File: config.mk
export PLATFORM = sky130hd
export DESIGN_NAME = sum_serial_nibble
export DESIGN_NICKNAME = d
export VERILOG_FILES = /design/src/rtl/sum_serial_nibble.sv
export SDC_FILE = /design/constraint.sdc
export NUM_CORES = 1
export LEC_CHECK = 0
export CAP_MARGIN = 20
export CORE_MARGIN = 5
export CORE_UTILIZATION = 36
export DETAILED_ROUTE_END_ITERATION = 10
export PLACE_DENSITY = 0.63
export SLEW_MARGIN = 20
export SYNTH_ARGS = -nofsm -noshare
export SYNTH_HDL_FRONTEND = slang
export SYNTH_SLANG_ARGS = --single-unit
export TNS_END_PERCENT = 20
File: constraint.sdc
create_clock -name i_clk -period 3.55 [get_ports i_clk]
set_clock_uncertainty 0.1 [all_clocks]
set_input_delay 0.8875 -clock i_clk [delete_from_list [all_inputs] [get_ports i_clk]]
set_output_delay 0.8875 -clock i_clk [all_outputs]
set_load 0.01 [all_outputs]
File: src/rtl/sum_serial_nibble.sv
// Serial WIDTH-bit adder: one 4-bit nibble per clock, LSB nibble first, with the carry
// registered between nibbles. Operands are latched on start; o_done pulses when results update.
module sum_serial_nibble #(
    parameter int unsigned WIDTH = 16
) (
    input  logic             i_clk,
    input  logic             i_rst,
    input  logic             i_start,
    input  logic [WIDTH-1:0] i_bit1,
    input  logic [WIDTH-1:0] i_bit2,
    input  logic             i_Carry,
    output logic             o_busy,
    output logic             o_done,
    output logic [WIDTH-1:0] o_Suma,
    output logic             o_Carry,
    output logic             o_overflow
);

    localparam int unsigned NIBBLES = WIDTH / 4;
    localparam int unsigned CNT_W   = (NIBBLES > 1) ? $clog2(NIBBLES) : 1;
    localparam logic [CNT_W-1:0] LAST_CNT = CNT_W'(NIBBLES - 1);

    typedef enum logic [1:0] {
        S_IDLE = 2'd0,
        S_RUN  = 2'd1,
        S_DONE = 2'd2
    } state_e;

    state_e             state_q, state_d;
    logic [WIDTH-1:0]   a_q, a_d;
    logic [WIDTH-1:0]   b_q, b_d;
    logic [WIDTH-1:0]   partial_q, partial_d;
    logic               carry_q, carry_d;
    logic [CNT_W-1:0]   cnt_q, cnt_d;
    logic               busy_q, busy_d;
    logic               done_q, done_d;
    logic [WIDTH-1:0]   suma_q, suma_d;
    logic               cout_q, cout_d;
    logic               ovf_q, ovf_d;

    logic [CNT_W+1:0]   nib_base;
    logic [4:0]         nib_sum;

    // Shared nibble adder: selected operand nibbles plus the carry register.
    always_comb begin
        nib_base = {cnt_q, 2'b00};
        nib_sum  = 5'(a_q[nib_base +: 4]) + 5'(b_q[nib_base +: 4]) + 5'(carry_q);
    end

    // Next-state and datapath control.
    always_comb begin
        state_d   = state_q;
        a_d       = a_q;
        b_d       = b_q;
        partial_d = partial_q;
        carry_d   = carry_q;
        cnt_d     = cnt_q;
        busy_d    = 1'b0;
        done_d    = 1'b0;
        suma_d    = suma_q;
        cout_d    = cout_q;
        ovf_d     = ovf_q;

        case (state_q)
            S_IDLE, S_DONE: begin
                if (i_start) begin
                    a_d       = i_bit1;
                    b_d       = i_bit2;
                    carry_d   = i_Carry;
                    partial_d = '0;
                    cnt_d     = '0;
                    busy_d    = 1'b1;
                    state_d   = S_RUN;
                end else begin
                    state_d   = S_IDLE;
                end
            end
            S_RUN: begin
                busy_d                   = 1'b1;
                partial_d[nib_base +: 4] = nib_sum[3:0];
                carry_d                  = nib_sum[4];
                if (cnt_q == LAST_CNT) begin
                    suma_d  = partial_d;
                    cout_d  = nib_sum[4];
                    ovf_d   = (a_q[WIDTH-1] == b_q[WIDTH-1]) &&
                              (partial_d[WIDTH-1] != a_q[WIDTH-1]);
                    busy_d  = 1'b0;
                    done_d  = 1'b1;
                    state_d = S_DONE;
                end else begin
                    cnt_d   = cnt_q + CNT_W'(1);
                end
            end
            default: begin
                state_d = S_IDLE;
            end
        endcase
    end

    // State and register update; reset wins over any start in the same cycle.
    always_ff @(posedge i_clk) begin
        if (i_rst) begin
            state_q   <= S_IDLE;
            a_q       <= '0;
            b_q       <= '0;
            partial_q <= '0;
            carry_q   <= 1'b0;
            cnt_q     <= '0;
            busy_q    <= 1'b0;
            done_q    <= 1'b0;
            suma_q    <= '0;
            cout_q    <= 1'b0;
            ovf_q     <= 1'b0;
        end else begin
            state_q   <= state_d;
            a_q       <= a_d;
            b_q       <= b_d;
            partial_q <= partial_d;
            carry_q   <= carry_d;
            cnt_q     <= cnt_d;
            busy_q    <= busy_d;
            done_q    <= done_d;
            suma_q    <= suma_d;
            cout_q    <= cout_d;
            ovf_q     <= ovf_d;
        end
    end

    assign o_busy     = busy_q;
    assign o_done     = done_q;
    assign o_Suma     = suma_q;
    assign o_Carry    = cout_q;
    assign o_overflow = ovf_q;

endmodule
---- Word-level counts from Yosys, hierarchy flattened ----
Cells that the tools add are included.
storage, ports and cells
  register bits ........................... 73
  bits of input ports ..................... 36
  logic and storage cells ................. 52
operators by class
  add/sub/neg operators ................... 4
  equality and inequality tests ........... 8
  shift-type cells ........................ 4
  mux-type cells .......................... 15
  bitwise gates (word level) .............. 1
  reductions and logical operators ........ 9
operators by type and width
  operator                                                                 number
  16-bit case mux with 2 select lines                                      1
  16-bit by 5-bit indexed part select with 4-bit output                    2
  16-bit bitwise mux                                                       1
  16-bit 2-to-1 mux                                                        1
  4-bit by 6-bit variable shift with 16-bit output (first input constant)  1
  4-bit by 6-bit indexed part select with 16-bit output                    1
  2-bit case mux with 2 select lines                                       2
  2-bit 2-to-1 mux                                                         3
  2-bit inequality test (second input constant)                            3
  4-bit negation with 6-bit output                                         1
  2-bit AND reduction                                                      3
  4-bit by 4-bit adder with 5-bit output                                   1
  5-bit by 1-bit adder with 5-bit output                                   1
  1-bit 2-to-1 mux                                                         5
  2-bit equality test (second input constant)                              2
  1-bit case mux with 2 select lines                                       2
  2-bit OR reduction                                                       2
  3-bit AND reduction                                                      1
  2-bit by 1-bit adder with 2-bit output (second input constant)           1
  2-bit by 1-bit equality test with 1-bit output (second input constant)   1
  2-bit zero test                                                          1
  2-bit nonzero test                                                       1
  1-bit equality test                                                      1
  1-bit logical AND                                                        1
  other kinds (2)                                                          2

---- Longest topological paths before layout ----
Gate-level depths: netlist (run 1).
  word-level depth ........................ 7
  mapped depth ............................ 10
  gate-level depth less buffers ........... 9

---- Worst setup path after synthesis (run 1) ----
Ideal clock, no wire load.
  kind .................................... reg2reg
  start ................................... register cnt_q[0]
  end ..................................... register suma_q[11], in the netlist o_Suma[11]
  library setup time ...................... 0.133 ns
  data arrival time ....................... 2.708 ns
  data required time ...................... 3.317 ns
  path slack .............................. 0.609 ns
  stages on the path, launching flop included .. 10
  clock period less this slack ............ 2.941 ns
  cells stage by stage .................... dfxtp_1 -> buf_2 -> mux4_2 -> fa_1 -> and3_1 -> or3_1 -> and2_1 -> clkbuf_1 -> a31oi_1 -> nor3_1
on the way
  word-level cells in the longest chain between the ends .. 5
ends and longest elaborated chain
  element                                                line  RTL
  start, declared                                        34    logic [CNT_W-1:0] cnt_q, cnt_d;
  start signal, assigned                                 120   cnt_q <= cnt_d;
  16-bit by 5-bit indexed part select with 4-bit output  47    nib_sum = 5'(a_q[nib_base +: 4]) + 5'(b_q[nib_base +: 4]) + 5'(carry_q);
  4-bit by 4-bit adder with 5-bit output                 47
  5-bit by 1-bit adder with 5-bit output                 47
  4-bit by 6-bit indexed part select with 16-bit output  80    partial_d[nib_base +: 4] = nib_sum[3:0];
  16-bit bitwise mux                                     80
  end signal, assigned                                   123   suma_q <= suma_d;
  end, declared                                          37    logic [WIDTH-1:0] suma_q, suma_d;
Parallel ways exist; a longest one is shown, timed or not.
A chain may end at the register's enable or synchronous reset.

---- Worst setup path after layout (run 1) ----
  start ................................... register cnt_q[0]
  end ..................................... register ovf_q, in the netlist o_overflow
on the way
  word-level cells in the longest chain between the ends .. 7
ends and longest elaborated chain
  element                                                line  RTL
  16-bit by 5-bit indexed part select with 4-bit output  47
  4-bit by 4-bit adder with 5-bit output                 47
  5-bit by 1-bit adder with 5-bit output                 47
  4-bit by 6-bit indexed part select with 16-bit output  80
  16-bit bitwise mux                                     80
  1-bit inequality test                                  86    (partial_d[WIDTH-1] != a_q[WIDTH-1]);
  1-bit logical AND                                      85    ovf_d = (a_q[WIDTH-1] == b_q[WIDTH-1]) &&
  end signal, assigned                                   125   ovf_q <= ovf_d;
  end, declared                                          39    logic ovf_q, ovf_d;
Parallel ways exist; a longest one is shown, timed or not.

==> impl_metrics.csv, run 1 <==
group,metric,value,unit
sta,maxSlewViolCount,0,
sta,period_share,0.8336,
power,combPwrFrac,0.123,
synth,avgSynthCellArea,8.415,sq um
floorplan,rows,34,
cells_and_area,layout_commonest_cell,"nand2_1",
worst_setup_path,cp.arrival,3130,ps
sta,setup_viol,0,
global_routing,grt_pass1_wl,12.64,mm
global_routing,grt.overflow.total,0,
drt,first_pass_iters,4,
floorplan,dieArea,10840,sq um
floorplan,coreArea,8678,sq um
floorplan,start_util,0.3675,
power,seq_power_share,0.475,
power,powerDensity,448.3,nW/um^2
power,power_frac_clock,0.402,
sta,min_period,2959,ps
clocking,htree_levels,3,
synth,ys_seq_area_frac,0.4582,
placed_design,place_hpwl,5.230,mm
placed_design,place_congestion,0.8162,
worst_setup_path,critPathLaunchType,"flip-flop",
worst_setup_path,setup.worst_path.class,"flip-flop to flip-flop",
cells_and_area,fin_area,4071,sq um
drt,avgRoutedWirePerCell,13.47,um
drt,vias_per_cell,4.939,
sta,tns,0,ps
floorplan,die_w,104.1,um
floorplan,ioPinCount,56,
clocking,clock_path_buffers,2,
synth,yosysUniqueCellTypes,34,
global_routing,grt_pass1_vias,2669,
global_routing,grt_max_degree,36,
flow_run,drv_cap,0,
clocking,path_clk_slew,80,ps
synth,synthCells,379,
clocking,cts.sinks,73,
worst_setup_path,worst_path_largest_cell_delay,570,ps
sta,holdWs,351.2,ps
clocking,clock_latency,350,ps
cells_and_area,nFillCells,862,
synth,synth_edf_count,0,
synth,ys_seq_elements,73,
power,p_int,1.349,mW
power,p_sw_frac,0.2609,
clocking,post_cts_resized,0,
sta,timing.slew.headroom,0.5614,
drt,antenna_left,0,
global_routing,grt_usage,0.1388,
global_routing,antenna_found_initial,0,
clocking,post-cts-setup-buffers,0,
drt,drt-initial-drc-count,118,
worst_setup_path,crit_required,3720,ps
run_status,outcome,"finished, final reports clean",
clocking,cts_tree,"built",
clocking,root_buffer,"clkbuf_8",
cells_and_area,antenna_cells,0,
drt,drc_errors,0,
cells_and_area,post-route-util,0.4691,
worst_setup_path,path_cells,"mux4_2 > fa_1 > and3_1 > or3_1 > a32oi_1 > a31oi_1 > a211oi_2",
synth,async_reset_ff_frac,0,
power,p_leak,1.448,nW
power,net-switching-power,0.4762,mW
drt,routed-via-count,2667,
floorplan,fp.dieH,104.1,um
cells_and_area,area_growth,27.66,%
worst_setup_path,path_max_fanout,7,
cells_and_area,finalNetCount,474,
sta,rsz0062_at_grt,"no",
worst_setup_path,cp_slowest_cell,"dfxtp_1",
power,ir_drop,0.0002038,V
sta,max_freq,337.9,MHz
worst_setup_path,reg2reg_slack,590,ps
clocking,cts_hold_buf,0,
synth,synthesis.nets,426,
placed_design,port_buffers,55,
cells_and_area,layout_common_cells,"nand2_1 (77), dfxtp_1 (73), clkdlybuf4s50_1 (54)",
clocking,cts_buffers,9,
sta,hold_viol_final,0,
sta,worst_pin_slew,656.5,ps
worst_setup_path,critPathCaptureType,"flip-flop",
min_path,min_path_type,"flip-flop to flip-flop",
drt,wirelength,7.276,mm
synth,synth_warnings,0,
power,fin_total_pwr,1.825,mW
synth,syn_area,3189,sq um
synth,synthFlopType,"dfxtp_1",
placed_design,dpl-instance-area,3846,sq um
cells_and_area,drive_gt1_frac,0.08796,
final timing paths:
check	start	end	cells after the start
max	cnt_q[0]$_SDFFE_PP0P_	o_overflow$_SDFFE_PP0P_	7
min	partial_q[2]$_SDFFE_PP0P_	partial_q[2]$_SDFFE_PP0P_	2
max reg2reg	cnt_q[0]$_SDFFE_PP0P_	o_overflow$_SDFFE_PP0P_	7
min reg2reg	partial_q[2]$_SDFFE_PP0P_	partial_q[2]$_SDFFE_PP0P_	2
Yosys cell counts (2+ instances only):
master	number	share of area
nor3b_1	3	0.0071
ha_1	9	0.035
a22o_1	3	0.0082
buf_1	3	0.0035
mux4_2	8	0.056
dfxtp_1	73	0.46
o21ai_0	15	0.024
a31oi_1	12	0.024
nand3_1	2	0.0031
a22oi_1	4	0.0094
nand4_1	3	0.0059
buf_2	4	0.0063
a211oi_1	9	0.021
fa_1	2	0.013
nor2_1	36	0.042
nor3_1	7	0.011
nand2b_1	5	0.0098
nor2b_1	16	0.031
or3_1	2	0.0039
clkbuf_1	20	0.024
nand2_1	77	0.091
a21oi_1	44	0.069
inv_1	11	0.013
registers in the layout (all words and copies together), names as in the netlist:
signal      flops
partial_q      16
o_busy          1
o_overflow      1
o_done          1
b_q            16
o_Carry         1
cnt_q           2
a_q            16
carry_q         1
o_Suma         16
state_q         2
layout make-up:
type	instances	area, sq um	share of cell area
multi-input combinational	267	1579	0.3878
sequential	73	1461	0.3589
timing repair buffer	64	625.6	0.1537
tap	108	135.1	0.03319
clock buffer	9	123.9	0.03042
clock inverter	7	101.3	0.02489
inverter	12	45.04	0.01106
cell families after synthesis:
group,count (synthesis),share of synthesized area
and+or+nand+nor,155,0.2177
adders and majority gates,11,0.04786
DFF,73,0.4582
muxes,8,0.05649
buffers and inverters,39,0.04747
xor gates and xnor gates,1,0.002747
AOI/OAI and AO/OA,92,0.1695
power by group through the flow:
stage | Clock (mW) | Sequential (mW) | Combinational, mW
after CTS | 0.752 | 0.868 | 0.226
final | 0.734 | 0.867 | 0.224
after global routing | 0.789 | 0.871 | 0.250
after global placement | 0 | 0.886 | 0.222
after detailed placement | 0 | 0.887 | 0.225
after floorplan | 0 | 0.878 | 0.141
critical path: cells and delay by family, from the launching register on:
kind                       cells  cell delay, ps
adders and majority gates      1             410
AOI/OAI and AO/OA              3             680
and+or+nand+nor                2             550
muxes                          1             570
DFF                            1             570
metrics by stage:
| step | std cells | worst slack [ps] |
|---|---|---|
| finish | 540 | 590.7 |
| global route | 540 | 397.4 |
| CTS | 540 | 556.6 |
| detailed placement | 524 | 578.8 |
| global placement | 524 | 676.9 |
| floorplan | 379 | 608.9 |
metal layers:
metal | global-route usage | share of wire | up-vias
met1 | 0.1826 | 0.47 | 1206
met2 | 0.2186 | 0.47 | 60
met3 | 0.04904 | 0.046 | 9
met5 | 0 | 0 | -
li1 | - | - | 1392
met4 | 0.03238 | 0.011 | 0
No activity file was read; power rests on OpenSTA's default activity.
==> run 2: changes to the inputs <==
==> constraint.sdc (replaced) <==
create_clock -name i_clk -period 2.8 [get_ports i_clk]
set_clock_uncertainty 0.1 [all_clocks]
set_input_delay 0.7 -clock i_clk [delete_from_list [all_inputs] [get_ports i_clk]]
set_output_delay 0.7 -clock i_clk [all_outputs]
set_load 0.01 [all_outputs]
==> run 2 against run 1 <==
  * Combinational power grew 32%
  * Utilization is essentially flat
  * Via count grew 1.0%
  * Sequential power grew 27%
  * Routed wire length grew 2.2%
  * Cell area is essentially flat
  * First-iteration DRC count shrank 13%
  * Sequential cell count is the same
  * Non-clock buffer count grew 4
  * Cell count grew 0.74%
  * Largest power group unchanged
==> impl_metrics.csv, run 2 (same netlist as run 1, synthesis figures left out) <==
group,metric,value,unit
floorplan,fp.dieH,104.1,um
worst_setup_path,critPathCaptureType,"flip-flop",
sta,hold_viol_final,0,
sta,worst_pin_slew,628.8,ps
global_routing,grt.overflow.total,0,
power,ir_drop,0.0002762,V
sta,holdWs,355.9,ps
sta,max_freq,374.0,MHz
clocking,cts_tree,"built",
power,combPwrFrac,0.138,
cells_and_area,finalNetCount,478,
power,net-switching-power,0.5731,mW
cells_and_area,drive_gt1_frac,0.1032,
clocking,path_clk_slew,70,ps
min_path,hp-start,"a_q[0]$_SDFFE_PP0P_",
power,p_int,1.572,mW
clocking,clock_latency,350,ps
worst_setup_path,setup.worst_path.class,"flip-flop to flip-flop",
floorplan,coreArea,8678,sq um
clocking,root_buffer,"clkbuf_8",
sta,maxSlewViolCount,0,
placed_design,dp_cells,527,
cells_and_area,nFillCells,897,
cells_and_area,layout_common_cells,"nand2_1 (77), dfxtp_1 (72), clkdlybuf4s50_1 (54)",
sta,timing.slew.headroom,0.5799,
min_path,min_path_cells,2,
worst_setup_path,reg2reg_slack,130,ps
cells_and_area,area_growth,27.62,%
sta,fin_ws,126.2,ps
cells_and_area,fin_area,4070,sq um
global_routing,grt_pass1_vias,2699,
floorplan,start_util,0.3675,
worst_setup_path,cp_slowest_cell,"mux4_2",
global_routing,antenna_found_initial,0,
sta,period_share,0.9549,
floorplan,ioPinCount,56,
global_routing,grt_pass1_wl,12.59,mm
worst_setup_path,cp.arrival,2790,ps
sta,setup_viol,0,
global_routing,grt_usage,0.1403,
clocking,cts_buffers,9,
flow_run,drv_cap,0,
placed_design,port_buffers,55,
power,seq_power_share,0.512,
worst_setup_path,crit_required,2920,ps
cells_and_area,post-route-util,0.4690,
worst_setup_path,rr_worst_depth,7,
floorplan,rows,34,
worst_setup_path,reg2reg_from,"cnt_q[0]$_SDFFE_PP0P_",
clocking,clock_path_buffers,2,
placed_design,place_hpwl,5.373,mm
cells_and_area,layout_commonest_cell,"nand2_1",
min_path,min_to,"a_q[0]$_SDFFE_PP0P_",
worst_setup_path,path_max_fanout,7,
clocking,cts.sinks,73,
drt,first_pass_iters,4,
worst_setup_path,r2r_end,"o_Suma[11]$_SDFFE_PP0P_",
drt,wirelength,7.438,mm
drt,vias_per_cell,4.954,
power,p_sw_frac,0.2671,
cells_and_area,antenna_cells,0,
drt,avgRoutedWirePerCell,13.67,um
min_path,min_path_type,"flip-flop to flip-flop",
drt,drt-initial-drc-count,103,
cells_and_area,layout.cells.non_filler,544,
drt,routed-via-count,2695,
drt,antenna_left,0,
drt,drc_errors,0,
placed_design,place_ws,27.94,ps
placed_design,place_congestion,0.8242,
clocking,cts_hold_buf,0,
clocking,htree_levels,3,
power,powerDensity,527.1,nW/um^2
sta,min_period,2674,ps
worst_setup_path,worst_path_largest_cell_delay,530,ps
power,power_frac_clock,0.351,
power,p_leak,1.457,nW
floorplan,dieArea,10840,sq um
placed_design,dpl-instance-area,3870,sq um
global_routing,grt_max_degree,51,
sta,tns,0,ps
floorplan,die_w,104.1,um
power,fin_total_pwr,2.145,mW
worst_setup_path,critPathLaunchType,"flip-flop",
worst_setup_path,path_cells,"mux4_2 > fa_1 > and3_1 > or3_1 > and2_2 > a31oi_1 > nor3_1",
run_status,outcome,"finished, final reports clean",
-- run 2: cell type report --
cell class / count / area [sq um] / area share
well taps: 108 / 135.1 / 0.03320
multi-input cells: 267 / 1588 / 0.3901
inverters: 12 / 45.04 / 0.01107
repair buffers: 68 / 655.6 / 0.1611
flip-flops and latches: 73 / 1465 / 0.3600
clock inverters: 5 / 30.03 / 0.007378
clock buffers: 11 / 151.4 / 0.03720
-- run 2: critical path, delay by kind of cell (launching register included) --
kind                       cells  cell delay (ps)
and+or+nand+nor                4              900
muxes                          1              530
adders and majority gates      1              420
DFF                            1              410
AOI/OAI and AO/OA              1              180
-- run 2: worst max path at each step --
stage                                         end  cells after the start                  start  slack, ps
after floorplan           o_Suma[11]$_SDFFE_PP0P_                      9  cnt_q[0]$_SDFFE_PP0P_         50
after global placement    o_overflow$_SDFFE_PP0P_                      7  cnt_q[0]$_SDFFE_PP0P_         70
after detailed placement  o_overflow$_SDFFE_PP0P_                      7  cnt_q[0]$_SDFFE_PP0P_         30
after CTS                 o_overflow$_SDFFE_PP0P_                      7  cnt_q[0]$_SDFFE_PP0P_          2
after global routing      o_Suma[11]$_SDFFE_PP0P_                      7  cnt_q[0]$_SDFFE_PP0P_         -6
final                     o_Suma[11]$_SDFFE_PP0P_                      7  cnt_q[0]$_SDFFE_PP0P_        130
-- run 2: power groups by stage --
stage          sequential (mW)  clock, mW  combinational (mW)
2_1_floorplan             1.11          0               0.180
3_3_place_gp              1.12          0               0.287
3_5_place_dp              1.12          0               0.291
4_1_cts                   1.10      0.773               0.292
5_1_grt                   1.10      0.820               0.327
6_report                  1.10      0.753               0.295
-- run 2: per-layer routing --
metal / vias up / wire length (um) / global-route usage
met5: - / 0 / 0
met4: 0 / 134 / 0.04163
met3: 12 / 371 / 0.05773
met2: 59 / 3585 / 0.2304
met1: 1225 / 3347 / 0.1680
li1: 1399 / - / -
-- run 2: what timing repair did --
item,in CTS,in global routing
gates resized for setup,0,5
buffers inserted,0,1
endpoints found under the setup margin,0,18
==> run 3: changes to the inputs <==
--- a/config.mk
+++ b/config.mk
@@ -9,8 +9,8 @@
 export CORE_MARGIN = 5
 export CORE_UTILIZATION = 36
 export DETAILED_ROUTE_END_ITERATION = 10
+export MAX_ROUTING_LAYER = met4
 export PLACE_DENSITY = 0.63
-export SLEW_MARGIN = 20
 export SYNTH_ARGS = -nofsm -noshare
 export SYNTH_HDL_FRONTEND = slang
 export SYNTH_SLANG_ARGS = --single-unit
==> run 3 against run 2 <==
  * Sequential share of layout area stayed put
  * Critical path depth stayed put
  * Setup slack worse by 8.2 ps
  * Sequential cell count stayed put
  * First-iteration DRC count is 42% higher
  * Register-to-register slack hardly changed
  * Fmax is 0.31% lower
  * Cell count stayed put
  * Critical endpoint is now o_Suma[3]$_SDFFE_PP0P_
  * Largest power group unchanged
==> impl_metrics.csv, run 3 (same netlist as run 1, synthesis figures left out) <==
group,metric,value,unit
sta,setup_viol,0,
floorplan,dieArea,10840,sq um
drt,vias_per_cell,4.976,
cells_and_area,layout.cells.non_filler,544,
worst_setup_path,crit_required,2930,ps
worst_setup_path,setup.worst_path.class,"flip-flop to flip-flop",
global_routing,grt_pass1_vias,2700,
cells_and_area,layout_common_cells,"nand2_1 (77), dfxtp_1 (72), clkdlybuf4s50_1 (54)",
floorplan,fp.dieH,104.1,um
min_path,min_path_type,"flip-flop to flip-flop",
clocking,cts_buffers,9,
drt,avgRoutedWirePerCell,13.65,um
worst_setup_path,reg2reg_slack,120,ps
sta,maxSlewViolCount,0,
floorplan,start_util,0.3675,
flow_run,drv_cap,0,
cells_and_area,layout_commonest_cell,"nand2_1",
sta,period_share,0.9579,
cells_and_area,drive_gt1_frac,0.1032,
run_status,outcome,"finished, final reports clean",
worst_setup_path,worst_path_largest_cell_delay,530,ps
min_path,hp-start,"a_q[0]$_SDFFE_PP0P_",
placed_design,place_congestion,0.8366,
drt,drc_errors,0,
worst_setup_path,reg2reg_from,"cnt_q[0]$_SDFFE_PP0P_",
worst_setup_path,critPathLaunch,"cnt_q[0]$_SDFFE_PP0P_",
placed_design,place_hpwl,5.373,mm
power,combPwrFrac,0.137,
sta,holdWs,356.1,ps
cells_and_area,antenna_cells,0,
power,p_leak,1.457,nW
drt,first_pass_iters,4,
floorplan,coreArea,8678,sq um
min_path,min_to,"a_q[0]$_SDFFE_PP0P_",
sta,hold_viol_final,0,
floorplan,rows,34,
clocking,clock_latency,350,ps
placed_design,port_buffers,55,
global_routing,antenna_found_initial,0,
sta,worst_pin_slew,652.5,ps
global_routing,grt.overflow.total,0,
drt,wirelength,7.426,mm
power,power_frac_clock,0.351,
clocking,cts_tree,"built",
global_routing,grt_max_degree,51,
clocking,cts.sinks,73,
power,net-switching-power,0.5749,mW
worst_setup_path,cp.arrival,2810,ps
power,p_sw_frac,0.2677,
global_routing,grt_pass1_wl,12.61,mm
worst_setup_path,path_cells,"mux4_2 > fa_1 > and3_1 > or3_1 > and2_2 > a31oi_1 > nor3_1",
worst_setup_path,critPathLaunchType,"flip-flop",
placed_design,dp_cells,527,
drt,routed-via-count,2707,
min_path,min_path_cells,2,
power,seq_power_share,0.511,
worst_setup_path,cp_slowest_cell,"mux4_2",
clocking,path_clk_slew,80,ps
global_routing,grt_usage,0.1444,
worst_setup_path,rr_worst_depth,7,
worst_setup_path,r2r_end,"o_Suma[3]$_SDFFE_PP0P_",
clocking,root_buffer,"clkbuf_8",
cells_and_area,area_growth,27.62,%
power,p_int,1.572,mW
floorplan,ioPinCount,56,
cells_and_area,finalNetCount,478,
power,powerDensity,527.5,nW/um^2
power,ir_drop,0.0002762,V
worst_setup_path,path_max_fanout,7,
drt,antenna_left,0,
sta,max_freq,372.9,MHz
sta,min_period,2682,ps
clocking,htree_levels,3,
worst_setup_path,critPathCaptureType,"flip-flop",
drt,drt-initial-drc-count,146,
sta,timing.slew.headroom,0.5640,
clocking,clock_path_buffers,2,
floorplan,die_w,104.1,um
==> run 3: cell counts in the layout (fill, tap and decap cells not counted) <==
No cell type changed its count.
==> run 3: how the worst max path moves through the flow <==
stage,end,slack (ps)
after CTS,o_overflow$_SDFFE_PP0P_,2
after global routing,o_Suma[11]$_SDFFE_PP0P_,-6
final,o_Suma[3]$_SDFFE_PP0P_,120
after floorplan,o_Suma[11]$_SDFFE_PP0P_,50
after detailed placement,o_overflow$_SDFFE_PP0P_,30
after global placement,o_overflow$_SDFFE_PP0P_,70
==> run 3: power by group through the flow <==
stage          sequential [mW]  clock (mW)  combinational, mW
2_1_floorplan             1.11           0              0.180
3_3_place_gp              1.12           0              0.287
3_5_place_dp              1.12           0              0.291
4_1_cts                   1.10       0.773              0.292
5_1_grt                   1.10       0.820              0.327
6_report                  1.10       0.754              0.295
==> run 3: timing repair <==
item | CTS | global route
hold buffers | 0 | 0
setup endpoints to repair | 0 | 18
gates resized for setup | 0 | 5
setup buffers | 0 | 1
==> run 3: area by class of cell <==
| cell class | instances | area [sq um] |
|---|---|---|
| Fill cell | 897 | 4608 |
| Sequential cell | 73 | 1465 |
| Multi-Input combinational cell | 267 | 1588 |
| Inverter | 12 | 45.04 |
| Clock buffer | 11 | 151.4 |
| Timing Repair Buffer | 68 | 655.6 |
| Clock inverter | 5 | 30.03 |
| Tap cell | 108 | 135.1 |
==> run 3: through the flow <==
step / area [sq um] / total power [mW] / TNS, ps / worst slack [ps] / util
after floorplan: 3197 / 1.294 / 0 / 53.92 / -
after global placement: 3870 / 1.410 / 0 / 69.95 / 0.4459
after detailed placement: 3870 / 1.415 / 0 / 27.94 / 0.4459
after CTS: 4051 / 2.165 / 0 / 1.561 / 0.4668
after global routing: 4070 / 2.249 / -5.836 / -5.836 / 0.4690
final: 4070 / 2.147 / 0 / 118.0 / 0.4690
==> run 3: metal layers <==
metal / vias up / part of all wire / wire length, um / track usage
li1: 1398 / - / - / -
met1: 1243 / 0.46 / 3386 / 0.1718
met2: 54 / 0.48 / 3587 / 0.2281
met3: 12 / 0.043 / 316 / 0.05525
met4: 0 / 0.018 / 135 / 0.04163
met5: - / 0 / 0 / -
==> run 3: worst max-delay path: cells and delay by family, from the launching register on <==
family,cells,cell delay [ps]
compound gates,1,190
fa+ha+maj,1,420
flops,1,410
mux,1,530
simple gates,4,920
